`src/rtl/mips_multi_pkg.sv`:
```
// mips_multi_pkg: state encoding, opcode/funct values and control select codes for mips_multi_ctrl
package mips_multi_pkg;
  typedef enum logic [3:0] {
    FETCH   = 4'd0,
    DECODE  = 4'd1,
    MEMADR  = 4'd2,
    MEMRD   = 4'd3,
    MEMWB   = 4'd4,
    MEMWR   = 4'd5,
    RTYPEEX = 4'd6,
    RTYPEWB = 4'd7,
    IMMEX   = 4'd8,
    IMMWB   = 4'd9,
    BEQEX   = 4'd10,
    BNEEX   = 4'd11,
    JEX     = 4'd12,
    JALEX   = 4'd13,
    ILLEGAL = 4'd14
  } state_t;
  localparam logic [5:0] OP_LW    = 6'b100011;
  localparam logic [5:0] OP_SW    = 6'b101011;
  localparam logic [5:0] OP_RTYPE = 6'b000000;
  localparam logic [5:0] OP_BEQ   = 6'b000100;
  localparam logic [5:0] OP_BNE   = 6'b000101;
  localparam logic [5:0] OP_ADDI  = 6'b001000;
  localparam logic [5:0] OP_ANDI  = 6'b001100;
  localparam logic [5:0] OP_ORI   = 6'b001101;
  localparam logic [5:0] OP_SLTI  = 6'b001010;
  localparam logic [5:0] OP_J     = 6'b000010;
  localparam logic [5:0] OP_JAL   = 6'b000011;
  localparam logic [5:0] FN_ADD = 6'b100000;
  localparam logic [5:0] FN_SUB = 6'b100010;
  localparam logic [5:0] FN_AND = 6'b100100;
  localparam logic [5:0] FN_OR  = 6'b100101;
  localparam logic [5:0] FN_SLT = 6'b101010;
  localparam logic [2:0] ALU_ADD = 3'b010;
  localparam logic [2:0] ALU_SUB = 3'b110;
  localparam logic [2:0] ALU_AND = 3'b000;
  localparam logic [2:0] ALU_OR  = 3'b001;
  localparam logic [2:0] ALU_SLT = 3'b111;
  localparam logic [1:0] AOP_ADD = 2'd0;
  localparam logic [1:0] AOP_SUB = 2'd1;
  localparam logic [1:0] AOP_FN  = 2'd2;
  localparam logic [1:0] AOP_IMM = 2'd3;
  localparam logic [1:0] DST_RT = 2'd0;
  localparam logic [1:0] DST_RD = 2'd1;
  localparam logic [1:0] DST_RA = 2'd2;
  localparam logic [1:0] WB_ALU = 2'd0;
  localparam logic [1:0] WB_MEM = 2'd1;
  localparam logic [1:0] WB_PC  = 2'd2;
  localparam logic [1:0] SRCB_B   = 2'd0;
  localparam logic [1:0] SRCB_4   = 2'd1;
  localparam logic [1:0] SRCB_IMM = 2'd2;
  localparam logic [1:0] SRCB_BR  = 2'd3;
  localparam logic [1:0] PC_ALU  = 2'd0;
  localparam logic [1:0] PC_OUT  = 2'd1;
  localparam logic [1:0] PC_JUMP = 2'd2;
  localparam logic [1:0] PC_EXC  = 2'd3;
endpackage

```
`src/rtl/mips_alu_dec.sv`:
```
// mips_alu_dec: maps aluop/op/funct to alucontrol and flags which R-type functs are implemented
module mips_alu_dec
  import mips_multi_pkg::*;
(
  input  logic [1:0] aluop,
  input  logic [5:0] op,
  input  logic [5:0] funct,
  output logic [2:0] alucontrol,
  output logic       funct_ok
);
  logic [2:0] fn_ctl, imm_ctl;
  always_comb begin
    fn_ctl = funct == FN_SUB ? ALU_SUB : funct == FN_AND ? ALU_AND :
             funct == FN_OR ? ALU_OR : funct == FN_SLT ? ALU_SLT : ALU_ADD;
    imm_ctl = op == OP_ANDI ? ALU_AND : op == OP_ORI ? ALU_OR : op == OP_SLTI ? ALU_SLT : ALU_ADD;
    funct_ok = funct == FN_ADD || funct == FN_SUB || funct == FN_AND || funct == FN_OR || funct == FN_SLT;
    alucontrol = aluop == AOP_SUB ? ALU_SUB : aluop == AOP_FN ? fn_ctl : aluop == AOP_IMM ? imm_ctl : ALU_ADD;
  end
endmodule

```
`src/rtl/mips_multi_ctrl.sv`:
```
// mips_multi_ctrl: multicycle MIPS control FSM with memory handshake and retire counter; define MIPS_EXC_EN to trap illegal instructions
module mips_multi_ctrl
  import mips_multi_pkg::*;
#(
  parameter int          CNT_W      = 32,
  parameter bit          SYNC_MEM   = 1'b0,
  parameter logic [31:0] EXC_VECTOR = 32'h0000_0180
) (
  input  logic             clk,
  input  logic             reset,
  input  logic [5:0]       op,
  input  logic [5:0]       funct,
  input  logic             zero,
  input  logic             mem_ready,
  output logic             memreq,
  output logic             memwrite,
  output logic             pcen,
  output logic             irwrite,
  output logic             regwrite,
  output logic             alusrca,
  output logic             iord,
  output logic             extsel,
  output logic [1:0]       regdst,
  output logic [1:0]       memtoreg,
  output logic [1:0]       alusrcb,
  output logic [1:0]       pcsrc,
  output logic [2:0]       alucontrol,
  output logic             retired,
  output logic [CNT_W-1:0] instr_count,
  output logic             exc
);
  state_t state, next;
  logic [1:0] aluop;
  logic ready, funct_ok;
  assign ready = mem_ready | SYNC_MEM;
  // The vector itself is muxed in by the datapath; only its alignment matters here.
  if (EXC_VECTOR[1:0] != 2'b00) begin : g_vec_check
    $error("EXC_VECTOR must be word aligned");
  end
  mips_alu_dec u_alu_dec (
    .aluop(aluop),
    .op(op),
    .funct(funct),
    .alucontrol(alucontrol),
    .funct_ok(funct_ok)
  );
  always_ff @(posedge clk or posedge reset) begin
    if (reset) begin
      state <= FETCH;
      instr_count <= '0;
    end else begin
      state <= next;
      if (retired) instr_count <= instr_count + CNT_W'(1);
    end
  end
  always_comb begin
    next = state;
    memreq = 1'b0;
    memwrite = 1'b0;
    pcen = 1'b0;
    irwrite = 1'b0;
    regwrite = 1'b0;
    alusrca = 1'b0;
    iord = 1'b0;
    extsel = 1'b0;
    regdst = DST_RT;
    memtoreg = WB_ALU;
    alusrcb = SRCB_B;
    pcsrc = PC_ALU;
    aluop = AOP_ADD;
    retired = 1'b0;
    exc = 1'b0;
    case (state)
      FETCH: begin
        memreq = 1'b1;
        alusrcb = SRCB_4;
        irwrite = ready;
        pcen = ready;
        next = ready ? DECODE : FETCH;
      end
      DECODE: begin
        alusrcb = SRCB_BR;
        next = (op == OP_LW || op == OP_SW) ? MEMADR :
               op == OP_RTYPE ? (funct_ok ? RTYPEEX : ILLEGAL) :
               op == OP_BEQ ? BEQEX : op == OP_BNE ? BNEEX :
               (op == OP_ADDI || op == OP_ANDI || op == OP_ORI || op == OP_SLTI) ? IMMEX :
               op == OP_J ? JEX : op == OP_JAL ? JALEX : ILLEGAL;
      end
      MEMADR: begin
        alusrca = 1'b1;
        alusrcb = SRCB_IMM;
        next = op == OP_LW ? MEMRD : MEMWR;
      end
      MEMRD: begin
        memreq = 1'b1;
        iord = 1'b1;
        next = ready ? MEMWB : MEMRD;
      end
      MEMWB: begin
        regwrite = 1'b1;
        memtoreg = WB_MEM;
        retired = 1'b1;
        next = FETCH;
      end
      MEMWR: begin
        memreq = 1'b1;
        memwrite = 1'b1;
        iord = 1'b1;
        retired = ready;
        next = ready ? FETCH : MEMWR;
      end
      RTYPEEX: begin
        alusrca = 1'b1;
        aluop = AOP_FN;
        next = RTYPEWB;
      end
      RTYPEWB: begin
        regdst = DST_RD;
        regwrite = 1'b1;
        retired = 1'b1;
        next = FETCH;
      end
      IMMEX: begin
        alusrca = 1'b1;
        alusrcb = SRCB_IMM;
        extsel = op == OP_ANDI || op == OP_ORI;
        aluop = AOP_IMM;
        next = IMMWB;
      end
      IMMWB: begin
        regwrite = 1'b1;
        retired = 1'b1;
        next = FETCH;
      end
      BEQEX, BNEEX: begin
        alusrca = 1'b1;
        aluop = AOP_SUB;
        pcsrc = PC_OUT;
        pcen = state == BEQEX ? zero : !zero;
        retired = 1'b1;
        next = FETCH;
      end
      JEX: begin
        pcsrc = PC_JUMP;
        pcen = 1'b1;
        retired = 1'b1;
        next = FETCH;
      end
      JALEX: begin
        // PC already holds PC+4 here, which is the link value written to $31.
        pcsrc = PC_JUMP;
        pcen = 1'b1;
        regwrite = 1'b1;
        regdst = DST_RA;
        memtoreg = WB_PC;
        retired = 1'b1;
        next = FETCH;
      end
      default: begin
`ifdef MIPS_EXC_EN
        pcsrc = PC_EXC;
        pcen = 1'b1;
        exc = 1'b1;
`else
        retired = 1'b1;
`endif
        next = FETCH;
      end
    endcase
  end
endmodule
```
`config.mk`:
```
export PLATFORM = sky130hd
export DESIGN_NAME = mips_multi_ctrl
export DESIGN_NICKNAME = d
export VERILOG_FILES = /design/src/rtl/mips_multi_pkg.sv /design/src/rtl/mips_alu_dec.sv /design/src/rtl/mips_multi_ctrl.sv
export SDC_FILE = /design/constraint.sdc
export NUM_CORES = 1
export LEC_CHECK = 0
export CORE_MARGIN = 1.5
export CORE_UTILIZATION = 46
export CTS_BUF_LIST = sky130_fd_sc_hd__clkbuf_16
export CTS_CLUSTER_DIAMETER = 200
export DETAILED_ROUTE_END_ITERATION = 7
export GPL_TIMING_DRIVEN = 0
export HOLD_SLACK_MARGIN = 0.08
export PLACE_DENSITY_LB_ADDON = 0.3
export SLEW_MARGIN = 20
export SYNTH_ARGS = -nofsm -noshare
export SYNTH_HDL_FRONTEND = slang
export SYNTH_SLANG_ARGS = --single-unit
```
`constraint.sdc`:
```
create_clock -name clk -period 2.1 [get_ports clk]
set_input_delay 0.315 -clock clk [delete_from_list [all_inputs] [get_ports clk]]
set_output_delay 0.315 -clock clk [all_outputs]
set_load 0.005 [all_outputs]
```
### Word level (Yosys, flattened, before mapping)

Index checks and enable logic that the tools add are counted.

* reductions and logical operators: 20
* mux-type cells: 38
* equality and inequality tests: 31
* add/subtract/negate cells: 1

Operators by type and width (count)
* $mux 3: 16
* $eq 6x6->1 const B: 7
* $add 32x1->32 const B: 1
* $pmux 4 s7: 1
* $eq 4x4->1 const B: 6
* $eq 6x4->1 const B: 4
* $eq 4x3->1 const B: 4
* $eq 6x2->1 const B: 2
* $eq 6x3->1 const B: 2
* $mux 4: 3
* $pmux 2 s2: 3
* $pmux 2 s3: 2
* $logic_or 1x1->1: 9
* $mux 1: 9
* $eq 4x2->1 const B: 2
* $reduce_or 2->1: 4
* $logic_not 6->1: 1
* $reduce_or 6->1: 1
* $reduce_or 5->1: 1
* $eq 2x2->1 const B: 2
* $eq 4x1->1 const B: 1
* $logic_not 4->1: 1
* $mux 2: 2
* $reduce_or 4->1: 1
* other kinds (5): 5

* input bits: 16
* flip-flop bits (word level): 36

### Longest topological paths before layout

Gate-level depths: netlist of run 1.

* depth in word-level cells: 10
* gate-level depth with buffers: 7
* mapped depth without buffers: 5

### Modules after synthesis

From an unflattened synthesis of run 1, not the netlist that was laid out.

* cell total of the unflattened synthesis: 237
* area total of the unflattened synthesis: 2199.6 um^2

By module, submodules not included
* mips_multi_ctrl: times used 1, area each 2019.4 um^2, seq. area each 900.9 um^2, cells each 216
* mips_alu_dec: times used 1, area each 180.2 um^2, seq. area each 0.0 um^2, cells each 21

### Worst setup path after synthesis of run 1

OpenSTA, ideal clock, no wires.

* path type: register to register
* start: reg state[0]
* end: reg instr_count[5]
* setup time: 0.124 ns
* arrival: 1.470 ns
* data required time: 1.976 ns
* cell stages (with the launch flop): 7
* path slack: 0.506 ns
* path through: dfrtp_1 -> buf_2 -> or3_1 -> o31ai_4 -> nor3_4 -> and4_1 -> xor2_1

* cells in the longest elaborated chain, start to end: 3
* elaborated cells on any way between the ends: 9
* classes of those cells: eq/ne (6); mux (1); reduce/logical (2)

Ends and longest elaborated chain
* start, declared: line mips_multi_ctrl.sv:32 `state_t state, next;`
* start signal, assigned: line mips_multi_ctrl.sv:52 `state <= next;`
* $eq 4x4->1 (tied with other cells): line mips_multi_ctrl.sv:73 `case (state)`
* $reduce_or 6->1 (no source line)
* $pmux 1 s2 *: line mips_multi_ctrl.sv:73
* end signal, assigned: line mips_multi_ctrl.sv:53 `if (retired) instr_count <= instr_count + CNT_W'(1);`
* end, declared: line mips_multi_ctrl.sv:29 `output logic [CNT_W-1:0] instr_count,`

Every way passes the cells marked *; elsewhere a longest branch is shown, timed or not.
A chain may end at the register's enable or synchronous reset.

### Worst setup path in the final report of run 1

* start: reg state[1]
* end: out regdst[1]

* cells in the longest elaborated chain, start to end: 2
* elaborated cells on any way between the ends: 3
* classes of those cells: eq/ne (2); mux (1)

Ends and longest elaborated chain
* $eq 4x4->1 / $eq 4x3->1 (equally long branches): line mips_multi_ctrl.sv:73
* $pmux 2 s2 *: line mips_multi_ctrl.sv:73
* end, declared: line mips_multi_ctrl.sv:23 `output logic [1:0] regdst,`

Marked as above.

==> results.yml, run 1 <==
cells_and_area:
  regArea_um2: 905
  drive_gt1_share_pct: 19.2
  area_growth_pct: 52.9
  layout.nets: 334
  fill_cells: 330
  diodes: 0
  multi_input_area_um2: 1260
  fin_cells: 369
  design_area_um2: 3270
sta:
  finClkSkew_ps: 4.25
  drv_slew: 0
  finalCritPeriodShare_pct: 97.6
  min_period_ps: 2050
  fmax_mhz: 488
  final_hold_viol_count: 0
  relSlewSlack_pct: 51.6
  worstMarginPinSlew_ps: 724
  fin_ws_ps: 50.5
  report.final.setup_viol: 0
  finalSetupTns_ps: 0
logic_synthesis:
  yosys_warnings: 0
  ys.flop_type: "dfrtp_1"
  syn_avg_cell_area_um2: 9.46
  synth_nets: 243
  syn_inst: 226
  synth_edf_count: 0
  seq_area_frac_synth_pct: 42.2
  synth_seq_cells: 36
  synth.distinct_cells: 44
  netlist_area_um2: 2140
  async_flop_share_pct: 100
cts:
  cts_max_path_buffers: 2
  clk_latency_ps: 270
  cts_made_buffers: 5
  cts-root-buf: "clkbuf_16"
  htree_levels: 2
  clkSlewWorstSetupHoldPaths_ps: 50
  tritoncts: "built"
  cts_sinks: 36
setup_path:
  end_kind: "primary output"
  reg2reg_setup_slack_ps: 150
  endpoint: "regdst[1]"
  r2r_start: "state[3]"
  reg2reg_depth: 7
  arrival_ps: 1730
  path_class: "reg2out"
  startpoint: "state[1]"
  r2r_end: "instr_count[28]"
  worst_setup_path_start_kind: "register"
  critPathMaxFanout: 9
  required_ps: 1780
floorplanning:
  io_pins: 69
  die_y_um: 71.2
  fp.dieArea_um2: 5060
  die_w_um: 71.2
  start_util_pct: 48.4
  core-area_um2: 4410
  row_count: 24
place:
  dp.cells: 344
  port_buffers: 66
  place.gp.congestion: 0.920
  place_ws_ps: -173
  hpwl_mm: 3.49
  placed_area_um2: 2860
global_route:
  grt_overflow: 0
  grt_pass1_vias: 1974
  grt_use_total_pct: 20.9
  antenna_found_initial: 0
  grt_max_degree: 37
  grt_pass1_wl_mm: 8.60
route:
  drc: 0
  drtPass1Iterations: 4
  wirelength_mm: 5.36
  wl_per_cell_um: 14.5
  vias: 2042
  vias_per_cell: 5.53
  antenna_left: 0
  drt_iter0_drc: 97
run_status:
  status: "finished clean"
hold_path:
  min_path_type: "in2reg"
power_and_ir_drop:
  power.total_mw: 3.12
  power.density_nw_per_um2: 955
  ir_drop_v: 0.000606
  leakage_nw: 1.51
job:
  timing.max_cap.violations: 0
worst min path at each step:
| stage | startpoint | end | slack, ps | cells after the start |
|---|---|---|---|---|
| 4_1_cts | instr_count[31] | instr_count[31] | 490 | 1 |
| 2_1_floorplan | instr_count[31] | instr_count[31] | 470 | 1 |
| 3_3_place_gp | instr_count[31] | instr_count[31] | 460 | 1 |
| 5_1_grt | instr_count[31] | instr_count[31] | 490 | 1 |
| 6_report | mem_ready | state[0] | 470 | 3 |
| 3_5_place_dp | instr_count[5] | instr_count[5] | 480 | 1 |
metrics by stage:
step                      utilization, %  hold slack [ps]
final                               74.0              467
after global routing                74.0              494
after CTS                           71.5              489
after detailed placement            64.9              480
after global placement              64.9              460
after floorplan                        -              468
Yosys cell counts, drive strengths merged (2+ instances only):
cell | count | area share, %
a211o | 2 | 0.82
a21oi | 8 | 2.0
a22oi | 2 | 0.70
and2 | 3 | 0.88
and3 | 12 | 3.5
and4 | 4 | 1.6
buf | 7 | 1.8
clkbuf | 4 | 0.70
dfrtp | 36 | 42
inv | 4 | 0.70
nand2 | 16 | 2.8
nand2b | 7 | 2.0
nand3 | 10 | 2.3
nand4 | 12 | 3.8
nor2 | 20 | 3.5
nor2b | 8 | 2.3
nor3 | 7 | 2.2
nor3b | 4 | 1.6
nor4 | 2 | 1.3
o21ai | 8 | 1.9
o311ai | 2 | 0.82
xnor2 | 26 | 11
xor2 | 8 | 3.3
timing repair:
item | 4_1_cts | 5_1_grt
buffers inserted | 11 | 8
pin swaps | 5 | 8
resized for setup | 41 | 20
hold buffers | 0 | 0
endpoints found under the setup margin | 19 | 9
layout by cell type, fill, tap and decap left out, types with 4 or more instances in the layout:
cell type,n
xnor2_1,26
xor2_1,8
o21ai_0,7
nand2_1,16
and3_1,12
dlymetal6s2s_1,6
and4_1,4
buf_4,20
nor3_1,5
nor2_2,5
dlygate4sd2_1,10
dfrtp_1,33
nor2_1,14
nand4_1,11
nand3_1,10
nand2b_1,4
a21oi_1,7
clkbuf_16,5
clkdlybuf4s50_1,50
nor2b_1,5
final cells by class:
type                            count  share of cell area [%]
Clock buffer                        5                    3.83
Sequential cell                    36                    27.7
Tap cell                           52                    1.99
Clock inverter                      2                   0.230
Inverter                            4                   0.459
Multi-Input combinational cell    175                    38.4
Timing Repair Buffer               85                    24.6
Buffer                             10                    2.79
layer usage:
layer / wire length, um / part of all wire [%] / vias to the layer above / GRT usage [%]
met3: 241 / 4.5 / 11 / 3.70
met5: 0 / 0 / - / 0
met1: 2170 / 41 / 975 / 25.3
met2: 2850 / 53 / 75 / 37.0
met4: 96 / 1.8 / 0 / 7.55
li1: - / - / 981 / -
worst max-delay path: stages, from the launching register on:
cell	delay (ps)
dfrtp_1	410
buf_6	160
nand2b_1	190
nor2_2	110
buf_4	110
clkdlybuf4s50_1	490
report_power, final:
part / switching [mW] / internal, mW
registers: 0.134 / 0.789
logic: 0.687 / 0.834
clock network: 0.252 / 0.424
total: 1.07 / 2.05
state kept, by name, indices dropped and copies added (netlist names):
signal	count
instr_count	32
state	4
kinds of logic after synthesis:
kind of cell	count (synthesis)	synth area share, %
AO/OA/AOI/OAI	28	9.19
XOR/XNOR	34	13.9
adder cells (fa/ha/maj)	1	0.585
buffers and inverters	15	3.22
flip-flops	36	42.2
multiplexers	2	0.995
other	1	0.175
AND/OR/NAND/NOR	109	29.7
Note: power is estimated with default switching activity, not from simulation.
==> run 2, diff against run 1 <==
--- a/config.mk
+++ b/config.mk
@@ -5,6 +5,7 @@
 export SDC_FILE = /design/constraint.sdc
 export NUM_CORES = 1
 export LEC_CHECK = 0
+export CORE_ASPECT_RATIO = 1.2
 export CORE_MARGIN = 1.5
 export CORE_UTILIZATION = 46
 export CTS_BUF_LIST = sky130_fd_sc_hd__clkbuf_16
==> run 2 against run 1 <==
Critical path depth shrank 1. Critical endpoint is now alusrcb[0]. Die area about the same. Setup slack better by 5.4 ps. Sequential power shrank 2%. Hold slack better by 1.9 ps. Design area is 0.31% lower. Sequential cell count did not move. Maximum frequency up 0.26%. Cell count grew 1.4%. Total power rose by 1.2%. Global-route usage increased by 1.0 points.
==> results.yml, run 2 (synthesis results as in run 1) <==
floorplanning:
  start_util_pct: 47.2
  die_y_um: 77.7
  row_count: 27
  fp.dieArea_um2: 5070
  die_w_um: 65.2
  io_pins: 69
  core-area_um2: 4530
route:
  drtPass1Iterations: 4
  wl_per_cell_um: 14.0
  drc: 0
  vias_per_cell: 5.47
  wirelength_mm: 5.25
  antenna_left: 0
  vias: 2045
  drt_iter0_drc: 103
power_and_ir_drop:
  ir_drop_v: 0.000722
  power.total_mw: 3.16
  comb_power_share_pct: 49.3
  pwr-share-seq_pct: 28.8
  p_sw_share_pct: 34.8
  clockPowerShare_pct: 21.9
  power.switching_mw: 1.10
  leakage_nw: 1.47
  internal_power_mw: 2.06
  power.density_nw_per_um2: 969
cells_and_area:
  final_util_pct: 72.0
  largestRegisters: "instr_count x32, state x4"
  design_area_um2: 3260
  fill_cells: 354
  diodes: 0
  largest_reg_flops: 32
  layout_common_cells: "clkdlybuf4s50_1, dfrtp_1, xnor2_1, buf_4"
  drive_gt1_share_pct: 18.4
  layout_commonest_cell: "clkdlybuf4s50_1"
  multi_input_area_um2: 1260
  area_growth_pct: 52.5
  top_register: "instr_count"
  layout.nets: 333
  regArea_um2: 905
sta:
  holdWs_ps: 469
  fmax_mhz: 489
  min_period_ps: 2040
  relSlewSlack_pct: 49.6
  drv_slew: 0
  finalCritPeriodShare_pct: 97.3
  finClkSkew_ps: 2.84
  report.final.setup_viol: 0
  grt_setup_unrepaired: "yes"
  fin_ws_ps: 55.9
  worstMarginPinSlew_ps: 756
  final_hold_viol_count: 0
global_route:
  use_met3_pct: 4.49
  grt_max_degree: 37
  grt_pass1_wl_mm: 8.82
  busiest_layer: "met2"
  grt_overflow: 0
  grt_use_total_pct: 21.9
  antenna_found_initial: 0
  use_met1_pct: 24.6
  grt_use_met2_pct: 39.7
  grt_pass1_vias: 1997
cts:
  cts_made_buffers: 5
  cts_sinks: 36
  clkSlewWorstSetupHoldPaths_ps: 50
  htree_levels: 2
  tritoncts: "built"
  cts-root-buf: "clkbuf_16"
  clk_latency_ps: 280
  cts_max_path_buffers: 2
setup_path:
  path_class: "reg2out"
  cp.buffers_inverters: 3
  critPathTopFamily: "buffers and inverters"
  arrival_ps: 1730
  required_ps: 1780
  slowest_stage: "clkdlybuf4s50_1"
  end_kind: "primary output"
  cpPeakStageDelay_ps: 520
  crit_path_cell_trace: "buf_6, clkbuf_4, nor3_1, clkdlybuf4s50_1"
  critPathMaxFanout: 10
  worst_setup_path_start_kind: "register"
job:
  timing.max_cap.violations: 0
run_status:
  status: "finished clean"
place:
  hpwl_mm: 3.59
  port_buffers: 66
  placed_area_um2: 2870
  place.gp.congestion: 0.854
  place_ws_ps: -180
hold_path:
  min_path_type: "reg2reg"
## run 2: cell count changes in the layout (fill, tap and decap cells not counted), moves of 2 or more
cell             before  now
dlygate4sd2_1        10   12
nor2_2                5    2
clkbuf_4              0    2
dlymetal6s2s_1        6    2
nor2_1               14   16
clkdlybuf4s50_1      50   52
## run 2: what timing repair did
| item | 4_1_cts | 5_1_grt |
|---|---|---|
| pin swaps | 6 | 0 |
| endpoints found under the setup margin | 19 | 6 |
| setup buffers | 12 | 6 |
| gates resized for setup | 49 | 8 |
| hold buffers | 0 | 0 |
## run 2: area by class of cell
class / count / area share (%)
repair buffers: 84 / 24.2
clock buffers: 5 / 3.84
inverters: 4 / 0.461
flip-flops and latches: 36 / 27.8
plain buffers: 10 / 2.53
well taps: 58 / 2.23
clock inverters: 2 / 0.230
multi-input cells: 175 / 38.7
## run 2: through the flow
stage / std cells / TNS [ps]
finish: 374 / 0
global route: 374 / -54.4
CTS: 368 / 0
detailed placement: 350 / -485
global placement: 350 / -542
floorplan: 226 / 0
## run 2: power groups by stage
| stage | Clock [mW] | Combinational [mW] | Sequential, mW |
|---|---|---|---|
| 5_1_grt | 0.720 | 1.69 | 0.921 |
| 6_report | 0.690 | 1.56 | 0.909 |
| 3_3_place_gp | 0 | 1.21 | 0.893 |
| 4_1_cts | 0.689 | 1.46 | 0.921 |
| 3_5_place_dp | 0 | 1.22 | 0.898 |
| 2_1_floorplan | 0 | 0.706 | 0.879 |
## run 2: metal layers
metal  wire (um)  part of all wire, %
met1        2100                   40
met2        2740                   52
met3         288                  5.5
met4         120                  2.3
met5           0                    0
## run 2: final timing paths
path	from	endpoint	slack, ps	cells past startpoint
worst max-delay path	state[1]	alusrcb[0]	60	4
worst min-delay path	instr_count[31]	instr_count[31]	470	1
worst max register to register	state[0]	instr_count[28]	210	7
worst min register to register	instr_count[31]	instr_count[31]	470	1
max in group asynchronous	reset	state[3]	1080	2
min in group asynchronous	reset	instr_count[2]	490	2
==> edit, RTL diff (flow settings as in run 2) <==
Register the output `instr_count` once more, cleared by the reset; this adds one clock of latency there. The other outputs are not delayed to match.
--- a/src/rtl/mips_multi_ctrl.sv
+++ b/src/rtl/mips_multi_ctrl.sv
@@ -30,4 +30,6 @@
   output logic             exc
 );
+
+  logic [CNT_W-1:0] instr_count_s0;
   state_t state, next;
   logic [1:0] aluop;
@@ -48,8 +50,8 @@
     if (reset) begin
       state <= FETCH;
-      instr_count <= '0;
+      instr_count_s0 <= '0;
     end else begin
       state <= next;
-      if (retired) instr_count <= instr_count + CNT_W'(1);
+      if (retired) instr_count_s0 <= instr_count_s0 + CNT_W'(1);
     end
   end
@@ -169,3 +171,11 @@
     endcase
   end
+  always_ff @(posedge clk or posedge reset) begin
+    if (reset) begin
+      instr_count <= '0;
+    end else begin
+      instr_count <= instr_count_s0;
+    end
+  end
+
 endmodule
Formal check against the unedited RTL: not equivalent (a bounded check fails within 4 cycles, from zero or initial values and one cycle with reset high).
==> edit against run 2 <==
- total power rose by 44%
- cell count grew 21%
- setup slack gained 0.0016 ns
- sequential cell count is 32 higher
- global-route usage fell by 2.0 points
- maximum frequency about the same
- final area grew 34%
- routed wire length grew 24%
- area after synthesis grew 41%
- largest cell class is now flip-flops and latches
==> edit: results (changes against run 2) <==
outcome completed; port buffer count 66 (unchanged); Ys Warns 0 (unchanged); critical-path maximum fanout 5 (-5); Synth Net Count 283 (+16%); Clock Path Buffers 2 (unchanged); vias in the first global route 2265 (+13%); Reg clk slew, reported paths 0.05 ns (about the same); CTS Root Cell clkbuf_16; Yosys cell types 51 (+16%); Leakage 1.94 nW (+32%); Iteration-0 DRC Markers 134 (+30%); Post-synth ARST share 1.00 (unchanged); Clock Skews 0.00554 ns (+0.00271 ns); R2R setup slack 0.07 ns (-0.14 ns); post-DP HPWL 4.05 mm (+13%); layout cell share with drive strength beyond 1 0.213 (+0.0296); Synth top cells by count dfrtp_1 (68), xnor2_1 (26), nor2_1 (19), nand2_1 (18), nand3_1 (14); kind of critical path register to output port; # fillers 459 (+30%); Skew-Pair Late Insertion Delay 0.33 ns (+0.05 ns); initial antenna violation count 0 (unchanged); total track usage 0.199 (-0.0196); biggest regs instr_count: 32 flops, instr_count_s0: 32 flops, state: 4 flops; Placer Congestion 0.844 (-1.2%); largest net degree at the start of global routing 56 (+51%); Crit Reg-Reg Startpoint state[3]; sequential element share of the synthesized area 0.565 (+0.143); CTS buffer count 9 (+4); dpl ws -0.384 ns (-0.203 ns); wire per inst 14.5 µm (+3.0%); Max VDD drop 833 µV (+15%); worst endpoint data arrival time 1.73 ns (about the same); Placed Area 0.00381 mm² (+33%); ant diodes 0 (unchanged); Register-to-Register Path Depth 7 (unchanged); FF-to-FF End instr_count_s0[30]; Area contributors post-synth dfrtp_1 (56%), xnor2_1 (7.6%), xor2_1 (2.6%); NumNets Final 378 (+14%); Via Count 2338 (+14%); Hold Path Class input port to async pin; H-tree Lvls 3 (+1); drt first pass iters 4 (unchanged); remaining antenna violation count 0 (unchanged); first-pass GRT wire length 10.9 mm (+23%)
==> edit: cell types whose count changed after synthesis, moves of 2 or more <==
cell,before,now
dfrtp_1,36,68
nand2b_1,7,3
nand3_1,10,14
nand4_1,11,7
nor4_2,0,4
a21oi_1,7,4
and3_1,12,9
inv_1,4,7
o211ai_1,0,3
nand2_1,16,18
==> edit: repair_timing <==
item / in CTS / in global routing
gates cloned: 0 / 1
resized for setup: 37 / 25
hold buffers: 0 / 0
pin swaps: 6 / 4
endpoints found under the setup margin: 20 / 13
buffers inserted: 11 / 5
==> edit: how the worst max path moves through the flow <==
stage	endpoint	slack, ns	cells after the start
after global placement	instr_count[8]	-0.94	2
after detailed placement	retired	-0.38	4
after global routing	alucontrol[0]	-0.05	7
final	irwrite	0.06	4
after floorplan	instr_count[0]	0.07	1
after CTS	alucontrol[1]	0.003	7
==> edit: metal layers <==
metal	share of wire	up-vias	GRT usage
met5	0	-	0
met4	0.020	0	0.0787
met3	0.049	12	0.0527
met2	0.51	75	0.331
met1	0.42	1133	0.248
li1	-	1118	-
==> edit: report_power, final <==
group / switching [mW] / internal (mW) / total (mW)
combinational: 0.773 / 0.888 / 1.66
clock: 0.515 / 0.777 / 1.29
sequential: 0.124 / 1.46 / 1.58
total: 1.41 / 3.12 / 4.54
==> edit: kinds of logic after synthesis <==
| logic type | share of synthesized area |
|---|---|
| AND/OR/NAND/NOR | 0.225 |
| flip-flops | 0.565 |
| XOR/XNOR | 0.102 |
| adder cells (fa/ha/maj) | 0.00415 |
| buffers and inverters | 0.0341 |
| multiplexers | 0.00374 |
| other | 0.00124 |
| AO/OA/AOI/OAI | 0.0656 |
==> edit: per-stage QoR <==
step | cells | hold slack (ns) | power, mW | utilization
2_1_floorplan | 266 | 0.354 | 2.27 | -
3_3_place_gp | 417 | 0.359 | 2.80 | 0.594
3_5_place_dp | 418 | 0.359 | 2.83 | 0.598
4_1_cts | 445 | 0.269 | 4.35 | 0.664
5_1_grt | 451 | 0.295 | 4.80 | 0.684
6_report | 451 | 0.267 | 4.54 | 0.684
==> edit: cell type report <==
cell class	count	area share
sequential	68	0.391
multi-input combinational	177	0.301
timing repair buffer	84	0.187
clock buffer	9	0.0518
buffer	14	0.0288
tap	85	0.0244
clock inverter	7	0.00805
inverter	7	0.00719
==> edit: critical path, cell delays in order (launching register included) <==
cell             delay, ns
dfrtp_2               0.43
buf_8                 0.14
nor2_2                0.12
and3_4                0.21
clkdlybuf4s50_1       0.50
